`config.mk`:
```
export PLATFORM = sky130hd
export DESIGN_NAME = fighter_anim_ctrl_flat
export DESIGN_NICKNAME = d
export VERILOG_FILES = /design/src/rtl/fighter_anim_ctrl_if.sv /design/src/rtl/fighter_anim_ctrl.sv /design/src/flat_wrapper.sv
export SDC_FILE = /design/constraint.sdc
export NUM_CORES = 1
export LEC_CHECK = 0
export ABC_CLOCK_PERIOD_IN_PS = 5500
export BUFFER_PORTS_ARGS = -buffer_cell sky130_fd_sc_hd__buf_2
export CAP_MARGIN = 40
export CORE_UTILIZATION = 58
export DETAILED_ROUTE_END_ITERATION = 8
export GPL_TIMING_DRIVEN = 0
export HOLD_SLACK_MARGIN = 0.05
export PLACE_DENSITY = 0.83
export SETUP_SLACK_MARGIN = 0.1
export SLEW_MARGIN = 15
export SYNTH_ARGS = -nofsm -noshare
export SYNTH_HDL_FRONTEND = slang
export SYNTH_SLANG_ARGS = --single-unit
```
`constraint.sdc`:
```
create_clock -name vga_clk -period 5.5 [get_ports vga_clk]
set_clock_uncertainty 0.1 [all_clocks]
set_input_delay 1.1 -clock vga_clk [delete_from_list [all_inputs] [get_ports vga_clk]]
set_output_delay 1.1 -clock vga_clk [all_outputs]
set_load 0.005 [all_outputs]
```
`src/rtl/fighter_anim_ctrl_if.sv`:
```
// Request/status bundle between a fighter's game logic and its animation sequencer.
interface fighter_anim_ctrl_if;
    logic       frame_start;
    logic       move;
    logic       punch;
    logic       kick;
    logic       hit;
    logic       dead;
    logic [2:0] anim_state;
    logic [1:0] frame_idx;
    logic [3:0] sprite_id;
    logic       hitbox_active;
    logic       busy;
    logic       anim_done;

    modport master (
        output frame_start, move, punch, kick, hit, dead,
        input  anim_state, frame_idx, sprite_id, hitbox_active, busy, anim_done
    );

    modport slave (
        input  frame_start, move, punch, kick, hit, dead,
        output anim_state, frame_idx, sprite_id, hitbox_active, busy, anim_done
    );
endinterface

```
`src/rtl/fighter_anim_ctrl.sv`:
```
// Per-fighter animation sequencer: action FSM, per-frame hold counter and
// registered sprite selection, all in the VGA clock domain.
module fighter_anim_ctrl #(
    parameter int unsigned HOLD = 4
) (
    input  logic               vga_clk,
    input  logic               Reset,
    fighter_anim_ctrl_if.slave bus
);

    typedef enum logic [2:0] {
        IDLE  = 3'd0,
        WALK  = 3'd1,
        PUNCH = 3'd2,
        KICK  = 3'd3,
        HIT   = 3'd4,
        DEAD  = 3'd5
    } state_t;

    localparam logic [3:0] HOLD_LAST = 4'(HOLD - 1);

    state_t     state, state_n;
    logic [1:0] frame_idx, frame_idx_n;
    logic [3:0] hold_cnt, hold_cnt_n;
    logic [3:0] sprite_id, sprite_id_n;
    logic       hitbox_active, hitbox_n;
    logic       busy, busy_n;
    logic       anim_done, anim_done_n;
    logic [1:0] last_frame;
    logic       can_start;

    // State, counters and all outputs are registered together.
    always_ff @(posedge vga_clk) begin
        if (Reset) begin
            state         <= IDLE;
            frame_idx     <= '0;
            hold_cnt      <= '0;
            sprite_id     <= '0;
            hitbox_active <= 1'b0;
            busy          <= 1'b0;
            anim_done     <= 1'b0;
        end else begin
            state         <= state_n;
            frame_idx     <= frame_idx_n;
            hold_cnt      <= hold_cnt_n;
            sprite_id     <= sprite_id_n;
            hitbox_active <= hitbox_n;
            busy          <= busy_n;
            anim_done     <= anim_done_n;
        end
    end

    // Prioritised transitions, hold counting, and the next-cycle outputs.
    always_comb begin
        state_n     = state;
        frame_idx_n = frame_idx;
        hold_cnt_n  = hold_cnt;
        anim_done_n = 1'b0;
        can_start   = (state == IDLE) || (state == WALK);

        case (state)
            PUNCH:   last_frame = 2'd2;
            KICK:    last_frame = 2'd3;
            HIT:     last_frame = 2'd1;
            default: last_frame = 2'd0;
        endcase

        if (state == DEAD) begin
            // Absorbing: only reset leaves.
            state_n = DEAD;
        end else if (bus.dead) begin
            state_n = DEAD;  frame_idx_n = '0; hold_cnt_n = '0;
        end else if (bus.hit && state != HIT) begin
            state_n = HIT;   frame_idx_n = '0; hold_cnt_n = '0;
        end else if (bus.punch && can_start) begin
            state_n = PUNCH; frame_idx_n = '0; hold_cnt_n = '0;
        end else if (bus.kick && can_start) begin
            state_n = KICK;  frame_idx_n = '0; hold_cnt_n = '0;
        end else if (bus.move && state == IDLE) begin
            state_n = WALK;  frame_idx_n = '0; hold_cnt_n = '0;
        end else if (bus.frame_start) begin
            if (hold_cnt == HOLD_LAST) begin
                hold_cnt_n = '0;
                case (state)
                    PUNCH, KICK, HIT: begin
                        if (frame_idx == last_frame) begin
                            state_n     = IDLE;
                            frame_idx_n = '0;
                            anim_done_n = 1'b1;
                        end else begin
                            frame_idx_n = frame_idx + 2'd1;
                        end
                    end
                    WALK: begin
                        if (bus.move) begin
                            frame_idx_n = frame_idx + 2'd1;  // 3 -> 0 by 2-bit wrap
                        end else begin
                            state_n     = IDLE;
                            frame_idx_n = '0;
                        end
                    end
                    default: frame_idx_n = '0;
                endcase
            end else begin
                hold_cnt_n = hold_cnt + 4'd1;
            end
        end

        case (state_n)
            WALK:    sprite_id_n = 4'd1  + 4'(frame_idx_n);
            PUNCH:   sprite_id_n = 4'd5  + 4'(frame_idx_n);
            KICK:    sprite_id_n = 4'd8  + 4'(frame_idx_n);
            HIT:     sprite_id_n = 4'd12 + 4'(frame_idx_n);
            DEAD:    sprite_id_n = 4'd14;
            default: sprite_id_n = 4'd0;
        endcase

        hitbox_n = ((state_n == PUNCH) && (frame_idx_n == 2'd1)) ||
                   ((state_n == KICK)  && (frame_idx_n == 2'd2));
        busy_n   = (state_n == PUNCH) || (state_n == KICK) ||
                   (state_n == HIT)   || (state_n == DEAD);
    end

    assign bus.anim_state    = state;
    assign bus.frame_idx     = frame_idx;
    assign bus.sprite_id     = sprite_id;
    assign bus.hitbox_active = hitbox_active;
    assign bus.busy          = busy;
    assign bus.anim_done     = anim_done;

endmodule

```
`src/flat_wrapper.sv`:
```
// flat-port wrapper written by rule: the top's interface ports become plain ports
module fighter_anim_ctrl_flat 
#(
    parameter int unsigned HOLD = 4
)
  (vga_clk, Reset, bus_frame_start, bus_move, bus_punch, bus_kick, bus_hit, bus_dead, bus_anim_state, bus_frame_idx, bus_sprite_id, bus_hitbox_active, bus_busy, bus_anim_done);
  fighter_anim_ctrl_if bus_i ();
  input  logic vga_clk;
  input  logic Reset;
  input wire logic [$bits(bus_i.frame_start)-1:0] bus_frame_start;
  input wire logic [$bits(bus_i.move)-1:0] bus_move;
  input wire logic [$bits(bus_i.punch)-1:0] bus_punch;
  input wire logic [$bits(bus_i.kick)-1:0] bus_kick;
  input wire logic [$bits(bus_i.hit)-1:0] bus_hit;
  input wire logic [$bits(bus_i.dead)-1:0] bus_dead;
  output wire logic [$bits(bus_i.anim_state)-1:0] bus_anim_state;
  output wire logic [$bits(bus_i.frame_idx)-1:0] bus_frame_idx;
  output wire logic [$bits(bus_i.sprite_id)-1:0] bus_sprite_id;
  output wire logic [$bits(bus_i.hitbox_active)-1:0] bus_hitbox_active;
  output wire logic [$bits(bus_i.busy)-1:0] bus_busy;
  output wire logic [$bits(bus_i.anim_done)-1:0] bus_anim_done;
  assign bus_i.frame_start = bus_frame_start;
  assign bus_i.move = bus_move;
  assign bus_i.punch = bus_punch;
  assign bus_i.kick = bus_kick;
  assign bus_i.hit = bus_hit;
  assign bus_i.dead = bus_dead;
  assign bus_anim_state = bus_i.anim_state;
  assign bus_frame_idx = bus_i.frame_idx;
  assign bus_sprite_id = bus_i.sprite_id;
  assign bus_hitbox_active = bus_i.hitbox_active;
  assign bus_busy = bus_i.busy;
  assign bus_anim_done = bus_i.anim_done;
  fighter_anim_ctrl #(.HOLD(HOLD)) u_core (.vga_clk(vga_clk), .Reset(Reset), .bus(bus_i));
endmodule
```
# Yosys cells after proc, flatten, opt, wreduce, memory -nomap -nowiden
# Index checks and enable logic that the tools add are counted.
# op_classes
add_sub_neg,6
multipliers,0
div,0
n_lt_le_gt_ge,0
eq_ne,15
n_shift,0
muxes,32
bitwise_logic,4
n_reduce_logical,16
# op_table
cell,n
two-way mux 3 bit,10
two-way mux 4 bit,7
two-way mux 2 bit,10
one-hot mux 4 bit (5 select lines),1
== test 3 x 2 -> 1 bit (second input constant),4
== test 3 bit (second input constant),4
OR reduction 10 bit,1
== test 3 x 1 -> 1 bit (second input constant),2
logical AND 1 bit,6
one-hot mux 2 bit (3 select lines),1
one-hot mux 3 bit (2 select lines),1
nonzero test 6 bit,1
logical OR 1 bit,5
adder 3 x 2 -> 4 bit (first input constant),1
adder 3 x 3 -> 4 bit (first input constant),1
adder 4 x 1 -> 4 bit (second input constant),1
adder 4 x 2 -> 4 bit (first input constant),1
== test 4 x 2 -> 1 bit (second input constant),1
inverter 1 bit,4
one-hot mux 2 bit (2 select lines),1
adder 1 x 2 -> 3 bit (first input constant),1
logical NOT 3 bit,1
!= test 3 bit (second input constant),1
OR reduction 3 bit,1
other kinds (6),6
# totals
reg_bits,16
latch_bits,0
mem_bits_rw,0
mem_bits_ro,0
in_bits,8
output_inout_bits,12
word_cells,80
mem_count,0

# Longest topological paths before layout
# Gate-level depths: netlist (run 1).
# logic_depth
word_depth,17
ltp_mapped,11

# Least setup slack after synthesis (run 1)
# OpenSTA, ideal clock, no wires.
# synth_path
path_type,input port to flip-flop
startpoint,in bus_move
endpoint,reg u_core.sprite_id[2] (netlist: u_core.bus.sprite_id[2])
setup_time_ps,74
t_arrival_ps,2626
slack_ps,2700
path_stages,9
cell_sequence,nor2b_1 > a2bb2oi_1 > nor2_1 > a21o_2 > a22oi_1 > inv_1 > ha_1 > nand3b_1 > a31oi_1
# synth_between
elab_chain_cells,12
word_cells_on_any_way,31
cone_classes,add/sub: 4; eq/ne: 5; mux: 21; reduce/logical: 1
# synth_rtl
element,line,rtl
start: declaration,flat_wrapper.sv:11,input wire logic [$bits(bus_i.move)-1:0] bus_move;
two-way mux 2 bit,fighter_anim_ctrl.sv:95,if (bus.move) begin
one-hot mux 2 bit (2 select lines),fighter_anim_ctrl.sv:84,case (state)
two-way mux 2 bit,fighter_anim_ctrl.sv:82,if (hold_cnt == HOLD_LAST) begin
two-way mux 2 bit,fighter_anim_ctrl.sv:81,end else if (bus.frame_start) begin
two-way mux 2 bit *,fighter_anim_ctrl.sv:79,end else if (bus.move && state == IDLE) begin
two-way mux 2 bit *,fighter_anim_ctrl.sv:77,end else if (bus.kick && can_start) begin
two-way mux 2 bit *,fighter_anim_ctrl.sv:75,end else if (bus.punch && can_start) begin
two-way mux 2 bit *,fighter_anim_ctrl.sv:73,end else if (bus.hit && state != HIT) begin
two-way mux 2 bit *,fighter_anim_ctrl.sv:71,end else if (bus.dead) begin
two-way mux 2 bit *,fighter_anim_ctrl.sv:68,if (state == DEAD) begin
net u_core.frame_idx_n[1],fighter_anim_ctrl.sv:23,"logic [1:0] frame_idx, frame_idx_n;"
"adder 4 x 2 -> 4 bit, or another cell as far along",fighter_anim_ctrl.sv:112,KICK: sprite_id_n = 4'd8 + 4'(frame_idx_n);
one-hot mux 4 bit (5 select lines) *,fighter_anim_ctrl.sv:109,case (state_n)
end signal: assignment,fighter_anim_ctrl.sv:46,sprite_id <= sprite_id_n;
end: declaration,fighter_anim_ctrl.sv:25,"logic [3:0] sprite_id, sprite_id_n;"
# Mark *: on every way through the listed nets, which the timed path passes. The rest lies on a longest branch.
# A chain may end at the register's enable or synchronous reset.

# Worst setup path in the final report (run 1)
# layout_path
startpoint,in bus_move
endpoint,reg u_core.sprite_id[3] (netlist: u_core.bus.sprite_id[3])
# layout_between
elab_chain_cells,12
word_cells_on_any_way,30
cone_classes,add/sub: 3; eq/ne: 5; mux: 21; reduce/logical: 1
# layout_rtl
element,line
two-way mux 2 bit,fighter_anim_ctrl.sv:95
one-hot mux 2 bit (2 select lines),fighter_anim_ctrl.sv:84
two-way mux 2 bit,fighter_anim_ctrl.sv:82
two-way mux 2 bit,fighter_anim_ctrl.sv:81
two-way mux 2 bit *,fighter_anim_ctrl.sv:79
two-way mux 2 bit *,fighter_anim_ctrl.sv:77
two-way mux 2 bit *,fighter_anim_ctrl.sv:75
two-way mux 2 bit *,fighter_anim_ctrl.sv:73
two-way mux 2 bit *,fighter_anim_ctrl.sv:71
two-way mux 2 bit *,fighter_anim_ctrl.sv:68
net u_core.frame_idx_n[0],fighter_anim_ctrl.sv:23
"adder 4 x 2 -> 4 bit, or another cell as far along",fighter_anim_ctrl.sv:112
one-hot mux 4 bit (5 select lines) *,fighter_anim_ctrl.sv:109
# Marked as above.

==> metrics.cfg, run 1 <==
[yosys]
ys_warn_count = 0
ys_async_sr_fraction_pct = 0
synthFlopType = dfxtp_1
synth_edf_count = 0
synthesis.instances = 140
avgSynthCellArea_sq_um = 7.829
ys_seq_area_share_pct = 29.22
synth_nets = 152
syn_area_sq_um = 1096
synth-seq-cells = 16
synth_cell_type_count = 46

[grt]
grt_max_degree = 11
overflow = 0
track_usage_pct = 27.06
grt_pass1_vias = 989
antenna_found_initial = 0
grt_pass1_wl_um = 4077

[power_and_ir_drop]
p_leak_nw = 0.5634
power.density_nw_per_um2 = 211.4
max-vdd-ir-drop_mv = 0.1726

[sta]
tightest_slew_ns = 0.5474
maxSlewViolCount = 0
max_freq_ghz = 0.3327
fin_setup_tns_ns = 0
slew_headroom_pct = 63.50
finalCriticalPeriod_ns = 3.005
setup_viol = 0
fin_crit_sh_pct = 54.64
finalHoldViolCount = 0
grt_setup_unrepaired = no

[critical_path]
path_cells = buf_2 > nor2b_1 > a2bb2oi_1 > nor2_1 > a21o_2 > a32oi_1 > inv_1 > ha_1 > o21ai_0 > a21oi_1
worstPathArrival_ns = 3.07
path_buf_inv = 2
crit_required_ns = 5.56
critPathMaxFanout = 4
slowest_delay_ns = 0.44
crit_slowest_cell = a32oi_1
worst_setup_path_start_kind = primary input
criticalPathCategory = primary input to flop
endpoint_kind = flop
crit_family = compound AO/OA/AOI/OAI gates

[cells_and_area]
syn_to_final_growth_pct = 14.84
fin_nets = 176
drive_above_1_share_pct = 22.09
final_area_sq_um = 1259
antenna_cells = 0

[floorplan]
fp.dieW_um = 45.47
die_area_sq_um = 2068
io_pins = 20
core_sq_um = 1745
initial_core_util_pct = 62.80
rows = 15
fp.dieH_um = 45.47

[route]
drc_errors = 0
postRouteWirelength_um = 2494
vias = 1078
wl_per_cell_um = 13.27
first_pass_iters = 4
drt_iter0_drc = 32
routed_via_density = 5.734
drtAntennaViolNets = 0

[run_status]
status = completed

[place]
dp_hpwl_um = 1923
place_congestion = 0.9002
place_area_sq_um = 1222
port_buffers = 19

[clock_tree]
cts_hold_buf = 0
cts_buffer_depth = 2
clock_sinks = 16
cts_setup_buffers = 0
clkTransAtPathRegs_ns = 0.09
htreeDepth = 1
clk_latency_ns = 0.29
cts_tree = built
cts_resized = 0
cts_root_buffer = clkbuf_4
cts_buffers = 3

[run]
cap_violations = 0

[hold_path]
min_path_type = flop to flop

## placed cells by master, fill, tap and decap left out, types with 7 or more instances in the layout
cell type	count
nand2_1	7
buf_2	20
nor2_1	23
o21ai_0	7
inv_1	7
dfxtp_1	16
a21oi_1	8
## stage by stage
stage          util, %  setup slack, ns  total power, W  hold WS [ns]  cells
3_3_place_gp     70.04            2.305       0.0001871        0.3664    184
3_5_place_dp     70.04            2.210       0.0001889        0.3772    184
4_1_cts          72.11            2.524       0.0002664        0.3905    188
6_report         72.11            2.495       0.0002661        0.3875    188
5_1_grt          72.11            2.397       0.0002800        0.4147    188
2_1_floorplan        -            2.700       0.0001711        0.3532    140
## path summary, 6_finish.rpt
| kind | start | endpoint | slack (ns) | cells past startpoint |
|---|---|---|---|---|
| max reg2reg | u_core.bus.anim_state[1] | u_core.bus.sprite_id[3] | 2.92 | 9 |
| min | u_core.hold_cnt[1] | u_core.hold_cnt[1] | 0.39 | 2 |
| min reg2reg | u_core.hold_cnt[1] | u_core.hold_cnt[1] | 0.39 | 2 |
| max | bus_move | u_core.bus.sprite_id[3] | 2.49 | 10 |
## sequential cells by signal, indices dropped and copies added, names as in the netlist
register                  flops
u_core.bus.sprite_id          4
u_core.bus.frame_idx          2
u_core.bus.busy               1
u_core.bus.anim_done          1
u_core.bus.anim_state         3
u_core.hold_cnt               4
u_core.bus.hitbox_active      1
## cell type report
| class | count | area [sq um] |
|---|---|---|
| fillers | 147 | 486.7 |
| flip-flops and latches | 16 | 320.3 |
| well taps | 25 | 31.28 |
| clock buffers | 4 | 36.28 |
| inverters | 7 | 26.28 |
| plain buffers | 8 | 60.06 |
| repair buffers | 19 | 95.09 |
| multi-input cells | 109 | 689.4 |
## layer usage
layer,wire (um),vias up,GRT usage (%)
met3,58,4,3.571
li1,-,543,-
met5,0,-,0
met2,1280,14,47.43
met1,1129,517,32.61
met4,26,0,11.52
## cells by family (layout without fill, tap and decap cells)
logic type | count (synthesis) | after routing | share of synthesized area (%)
adder cells (fa/ha/maj) | 4 | 4 | 4.566
AO/OA/AOI/OAI | 40 | 40 | 25.57
multiplexers | 4 | 4 | 3.653
flip-flops | 16 | 16 | 29.22
XOR/XNOR | 4 | 4 | 3.197
buffers and inverters | 15 | 38 | 7.876
AND/OR/NAND/NOR | 57 | 57 | 25.91
## report_power, final
part	internal (W)	total (W)	switching [W]
Combinational	0.0000269	0.0000624	0.0000355
Sequential	0.000121	0.000125	0.00000425
Clock	0.0000403	0.0000786	0.0000383
## worst min-delay path, delay by kind of cell (launching register included)
kind               cells  cell delay [ns]
AOI/OAI and AO/OA      1             0.05
DFF                    1             0.34
and+or+nand+nor        1             0.06
## cells in the mapped netlist, drive strengths merged (3+ instances only)
cell type,count,area [sq um]
nor2,23,86.33
dfxtp,16,320.3
a21oi,8,40.04
inv,7,26.28
nand2,7,26.28
o21ai,7,35.03
a21o,4,32.53
buf,4,35.03
clkbuf,4,25.02
ha,4,50.05
mux2i,4,40.04
nand2b,4,25.02
nand3,4,20.02
nor3,4,20.02
or2,4,25.03
a211o,3,27.53
nor2b,3,18.77
Power figures use the tool's default switching activity.
==> inputs of run 2 (changes only) <==
ABC_CLOCK_PERIOD_IN_PS = 2700   (was 5500)
CORE_UTILIZATION = 49   (was 58)
PLACE_DENSITY = 0.74   (was 0.83)
clock period = 2.7 ns   (was 5.5 ns; I/O delays follow)
==> metrics.cfg, run 2 (synthesis gave the netlist of run 1 again) <==
[floorplan]
fp.dieW_um = 49.30  ; +8.4%
initial_core_util_pct = 54.21  ; -8.6 points
core_sq_um = 2022  ; +16%
die_area_sq_um = 2430  ; +18%
io_pins = 20  ; unchanged
fp.dieH_um = 49.30  ; +8.4%
rows = 16  ; +1

[clock_tree]
cts_buffers = 3  ; unchanged
clk_latency_ns = 0.28  ; about the same
cts_root_buffer = clkbuf_4
cts_tree = built
clock_sinks = 16  ; unchanged
cts_buffer_depth = 2  ; unchanged
clkTransAtPathRegs_ns = 0.10  ; about the same
htreeDepth = 1  ; unchanged

[critical_path]
crit_required_ns = 2.81  ; -2.75 ns
crit_slowest_cell = dfxtp_1
worst_setup_path_start_kind = flop
criticalPathCategory = flop to flop
path_cells = clkbuf_1 > o21ai_0 > a2bb2oi_1 > o21ai_0 > a32oi_4 > inv_1 > ha_1 > nand3b_1 > a31oi_1
slowest_delay_ns = 0.42  ; -0.02 ns
critPathMaxFanout = 10  ; +6
worstPathArrival_ns = 2.54  ; -0.53 ns
endpoint_kind = flop
cp_common_cell = o21ai_0

[sta]
max_freq_ghz = 0.4119
setup_viol = 0  ; unchanged
finalHoldViolCount = 0  ; unchanged
layout_setup_ws_ns = 0.2724  ; -2.222 ns
holdWs_ns = 0.3949  ; +0.007411 ns
fin_crit_sh_pct = 89.91
slew_headroom_pct = 65.81  ; +2.3 points
fin_setup_tns_ns = 0  ; unchanged
grt_setup_unrepaired = no
tightest_slew_ns = 0.5084  ; -0.03900 ns
maxSlewViolCount = 0  ; unchanged
finalCriticalPeriod_ns = 2.428

[route]
routed_via_density = 5.719  ; -0.27%
wl_per_cell_um = 13.69  ; +3.2%
drtAntennaViolNets = 0  ; unchanged
vias = 1098  ; +1.9%
drc_errors = 0  ; unchanged
postRouteWirelength_um = 2629  ; +5.4%
first_pass_iters = 4  ; unchanged
drt_iter0_drc = 36  ; +13%

[grt]
antenna_found_initial = 0  ; unchanged
grt_pass1_vias = 1065  ; +7.7%
track_usage_pct = 23.76  ; -3.3 points
top_usage_layer = met2
use_met3_pct = 4.984  ; +1.4 points
grt_use_met1_pct = 26.76  ; -5.9 points
overflow = 0  ; unchanged
grt_max_degree = 11  ; unchanged
use_met2_pct = 43.15  ; -4.3 points
grt_pass1_wl_um = 4485  ; +10%

[cells_and_area]
syn_to_final_growth_pct = 19.29
nFillCells = 194  ; +32%
antenna_cells = 0  ; unchanged
fin_nets = 178  ; +1.1%
final_cell_mix = nor2_1, buf_2, dfxtp_1
drive_above_1_share_pct = 25.45  ; +3.4 points
final_common_cell = nor2_1

[run_status]
status = completed

[run]
cap_violations = 0  ; unchanged

[power_and_ir_drop]
power_w = 0.0005462  ; +110%
power.density_nw_per_um2 = 417.8  ; +98%
p_leak_nw = 0.5735  ; +1.8%
max-vdd-ir-drop_mv = 0.2544  ; +47%

[place]
pre_cts_ws_ns = -0.05020  ; -2.260 ns
dp_hpwl_um = 1950  ; +1.4%
port_buffers = 19  ; unchanged
place_congestion = 0.8750  ; -2.8%

[hold_path]
min_path_type = flop to flop

[run 2: cell count changes in the layout (fill, tap and decap cells not counted)]
cell       change
a2bb2oi_2      +1
a2bb2oi_1      -1
dfxtp_2        +1
dfxtp_1        -1
a22oi_2        +1
buf_4          +2
a22oi_1        -1
a32oi_1        -1
a32oi_4        +1
[run 2: where the power goes]
group	leakage [nW]	switching (W)	internal, W	total, W
combinational	0.421	0.0000776	0.0000563	0.000134
clock	0.0210	0.0000759	0.0000820	0.000158
sequential	0.132	0.00000805	0.000246	0.000254
total	0.573	0.000162	0.000385	0.000546
[run 2: worst max-delay path: cells and delay by family (launching register included)]
family,cells,cell delay [ns]
buffers and inverters,2,0.47
AOI/OAI and AO/OA,5,0.97
and+or+nand+nor,1,0.17
adders and majority gates,1,0.22
DFF,1,0.42
[run 2: layout make-up]
class	count	area (sq um)	area share, %
multi-input combinational	109	719.4	55.02
sequential	16	321.6	24.59
timing repair buffer	21	110.1	8.421
buffer	8	60.06	4.593
clock buffer	4	36.28	2.775
tap	27	33.78	2.584
inverter	7	26.28	2.010
[run 2: what timing repair did]
action                                  in CTS  in global routing
setup buffers                                0                  2
endpoints found under the setup margin       0                  4
hold buffers                                 0                  0
gates resized for setup                      0                  5
[run 2: per-stage QoR]
step                      instances  area, sq um  utilization, %
final                           192         1308           64.67
after global routing            192         1308           64.67
after CTS                       190         1261           62.38
after detailed placement        186         1225           60.58
after global placement          186         1225           60.58
after floorplan                 140         1096               -
[run 2: layer usage]
| layer | vias to the layer above | wire (um) |
|---|---|---|
| met5 | - | 0 |
| met4 | 0 | 20 |
| met3 | 2 | 119 |
| met2 | 29 | 1369 |
| met1 | 523 | 1120 |
| li1 | 544 | - |
[run 2: final timing paths]
check	start	to	slack, ns	depth (start not counted)
setup / recovery	u_core.bus.anim_state[0]	u_core.bus.sprite_id[2]	0.27	9
hold / removal	u_core.hold_cnt[1]	u_core.hold_cnt[1]	0.39	2
setup reg to reg	u_core.bus.anim_state[0]	u_core.bus.sprite_id[2]	0.27	9
hold reg to reg	u_core.hold_cnt[1]	u_core.hold_cnt[1]	0.39	2
==> inputs of run 3 (changes only) <==
PLACE_DENSITY = 0.75   (was 0.74)
==> metrics.cfg, run 3 (synthesis gave the netlist of run 1 again) <==
[grt]
track_usage_pct = 22.49  ; -1.3 points
antenna_found_initial = 0  ; unchanged
use_met2_pct = 42.69  ; -0.46 points
grt_pass1_wl_um = 4250  ; -5.2%
top_usage_layer = met2
grt_use_met1_pct = 25.33  ; -1.4 points
use_met3_pct = 4.050  ; -0.93 points
grt_max_degree = 11  ; unchanged
overflow = 0  ; unchanged
grt_pass1_vias = 1011  ; -5.1%

[route]
postRouteWirelength_um = 2588  ; -1.6%
drt_iter0_drc = 30  ; -17%
drtAntennaViolNets = 0  ; unchanged
drc_errors = 0  ; unchanged
vias = 1064  ; -3.1%
first_pass_iters = 4  ; unchanged
routed_via_density = 5.630  ; -1.6%
wl_per_cell_um = 13.69  ; about the same

[place]
place_congestion = 0.8702  ; -0.55%
dp_hpwl_um = 1984  ; +1.8%
port_buffers = 19  ; unchanged
pre_cts_ws_ns = -0.03742  ; +0.01278 ns

[power_and_ir_drop]
p_leak_nw = 0.5670  ; -1.1%
power_w = 0.0005080  ; -7.0%
power.density_nw_per_um2 = 402.4  ; -3.7%
max-vdd-ir-drop_mv = 0.2621  ; +3.0%

[cells_and_area]
final_cell_mix = nor2_1, buf_2, dfxtp_1
final_common_cell = nor2_1
drive_above_1_share_pct = 24.07  ; -1.4 points
syn_to_final_growth_pct = 15.18
fin_nets = 176  ; -1.1%
antenna_cells = 0  ; unchanged
fin_util_pct = 62.44  ; -2.2 points

[run_status]
status = completed

[floorplan]
rows = 16  ; unchanged
io_pins = 20  ; unchanged
initial_core_util_pct = 54.21  ; unchanged
fp.dieW_um = 49.30  ; unchanged
fp.dieH_um = 49.30  ; unchanged
core_sq_um = 2022  ; unchanged
die_area_sq_um = 2430  ; unchanged

[clock_tree]
clkTransAtPathRegs_ns = 0.10  ; about the same
cts_buffers = 3  ; unchanged
cts_root_buffer = clkbuf_4
clk_latency_ns = 0.28  ; about the same
cts_hold_buf = 0  ; unchanged
htreeDepth = 1  ; unchanged
cts_buffer_depth = 2  ; unchanged
clock_sinks = 16  ; unchanged
cts_tree = built

[sta]
maxSlewViolCount = 0  ; unchanged
fin_crit_sh_pct = 91.02  ; +1.1 points
max_freq_ghz = 0.4069  ; -1.2%
setup_viol = 0  ; unchanged
layout_setup_ws_ns = 0.2424  ; -0.02998 ns
finalCriticalPeriod_ns = 2.458  ; +0.02998 ns
finalHoldViolCount = 0  ; unchanged
slew_headroom_pct = 63.99  ; -1.8 points
grt_setup_unrepaired = no
fin_setup_tns_ns = 0  ; unchanged
tightest_slew_ns = 0.5355  ; +0.02710 ns

[hold_path]
min_path_type = flop to flop

[run]
cap_violations = 0  ; unchanged

[critical_path]
endpoint_kind = flop
crit_required_ns = 2.81  ; about the same
worst_setup_path_start_kind = flop
critPathMaxFanout = 9  ; -1
criticalPathCategory = flop to flop
worstPathArrival_ns = 2.57  ; +0.03 ns

[run 3: cell count changes in the layout (fill, tap and decap cells not counted), sizes merged]
cell / delta
buf: -2
clkbuf: -1
[run 3: routing by layer]
layer  wire (um)  up-vias  share of wire, %
met5           0        -                 0
met4           4        0              0.15
met3          76        2               2.9
met2        1304       19                50
met1        1203      504                46
li1            -      539                 -
[run 3: repair_timing]
item | CTS | global route
hold endpoints to repair | 0 | 0
gates resized for setup | 0 | 5
buffers inserted | 0 | 0
setup endpoints to repair | 0 | 4
[run 3: where the power goes]
group	internal [W]	leakage (nW)	switching, W	total, W
Sequential	0.000246	0.132	0.00000858	0.000255
Combinational	0.0000553	0.421	0.0000740	0.000129
Clock	0.0000517	0.0138	0.0000721	0.000124
[run 3: critical path, cell delays in order, from the launching register on]
cell,delay [ns]
dfxtp_2,0.37
or2_2,0.32
a2bb2oi_1,0.21
nor2_1,0.14
a21o_2,0.24
a22oi_2,0.31
inv_1,0.11
ha_1,0.23
nand3b_1,0.16
a31oi_1,0.19
[run 3: worst paths after layout]
path                            start                       to  slack [ns]  cells after the start
max          u_core.bus.anim_state[1]  u_core.bus.sprite_id[2]        0.24                      9
min                u_core.hold_cnt[1]       u_core.hold_cnt[1]        0.38                      2
max reg2reg  u_core.bus.anim_state[1]  u_core.bus.sprite_id[2]        0.24                      9
min reg2reg        u_core.hold_cnt[1]       u_core.hold_cnt[1]        0.38                      2
[run 3: final cells by class]
class	instances	area, sq um
Fill cell	195	759.5
Multi-Input combinational cell	109	701.9
Sequential cell	16	321.6
Timing Repair Buffer	19	95.09
Buffer	8	61.31
Tap cell	27	33.78
Inverter	7	26.28
Clock buffer	3	22.52
[run 3: metrics by stage]
| stage | hold slack [ns] | area, sq um | instances |
|---|---|---|---|
| floorplan | 0.3532 | 1096 | 140 |
| global placement | 0.3651 | 1225 | 186 |
| detailed placement | 0.3701 | 1225 | 186 |
| CTS | 0.3820 | 1247 | 189 |
| global route | 0.4254 | 1262 | 189 |
| finish | 0.3833 | 1262 | 189 |
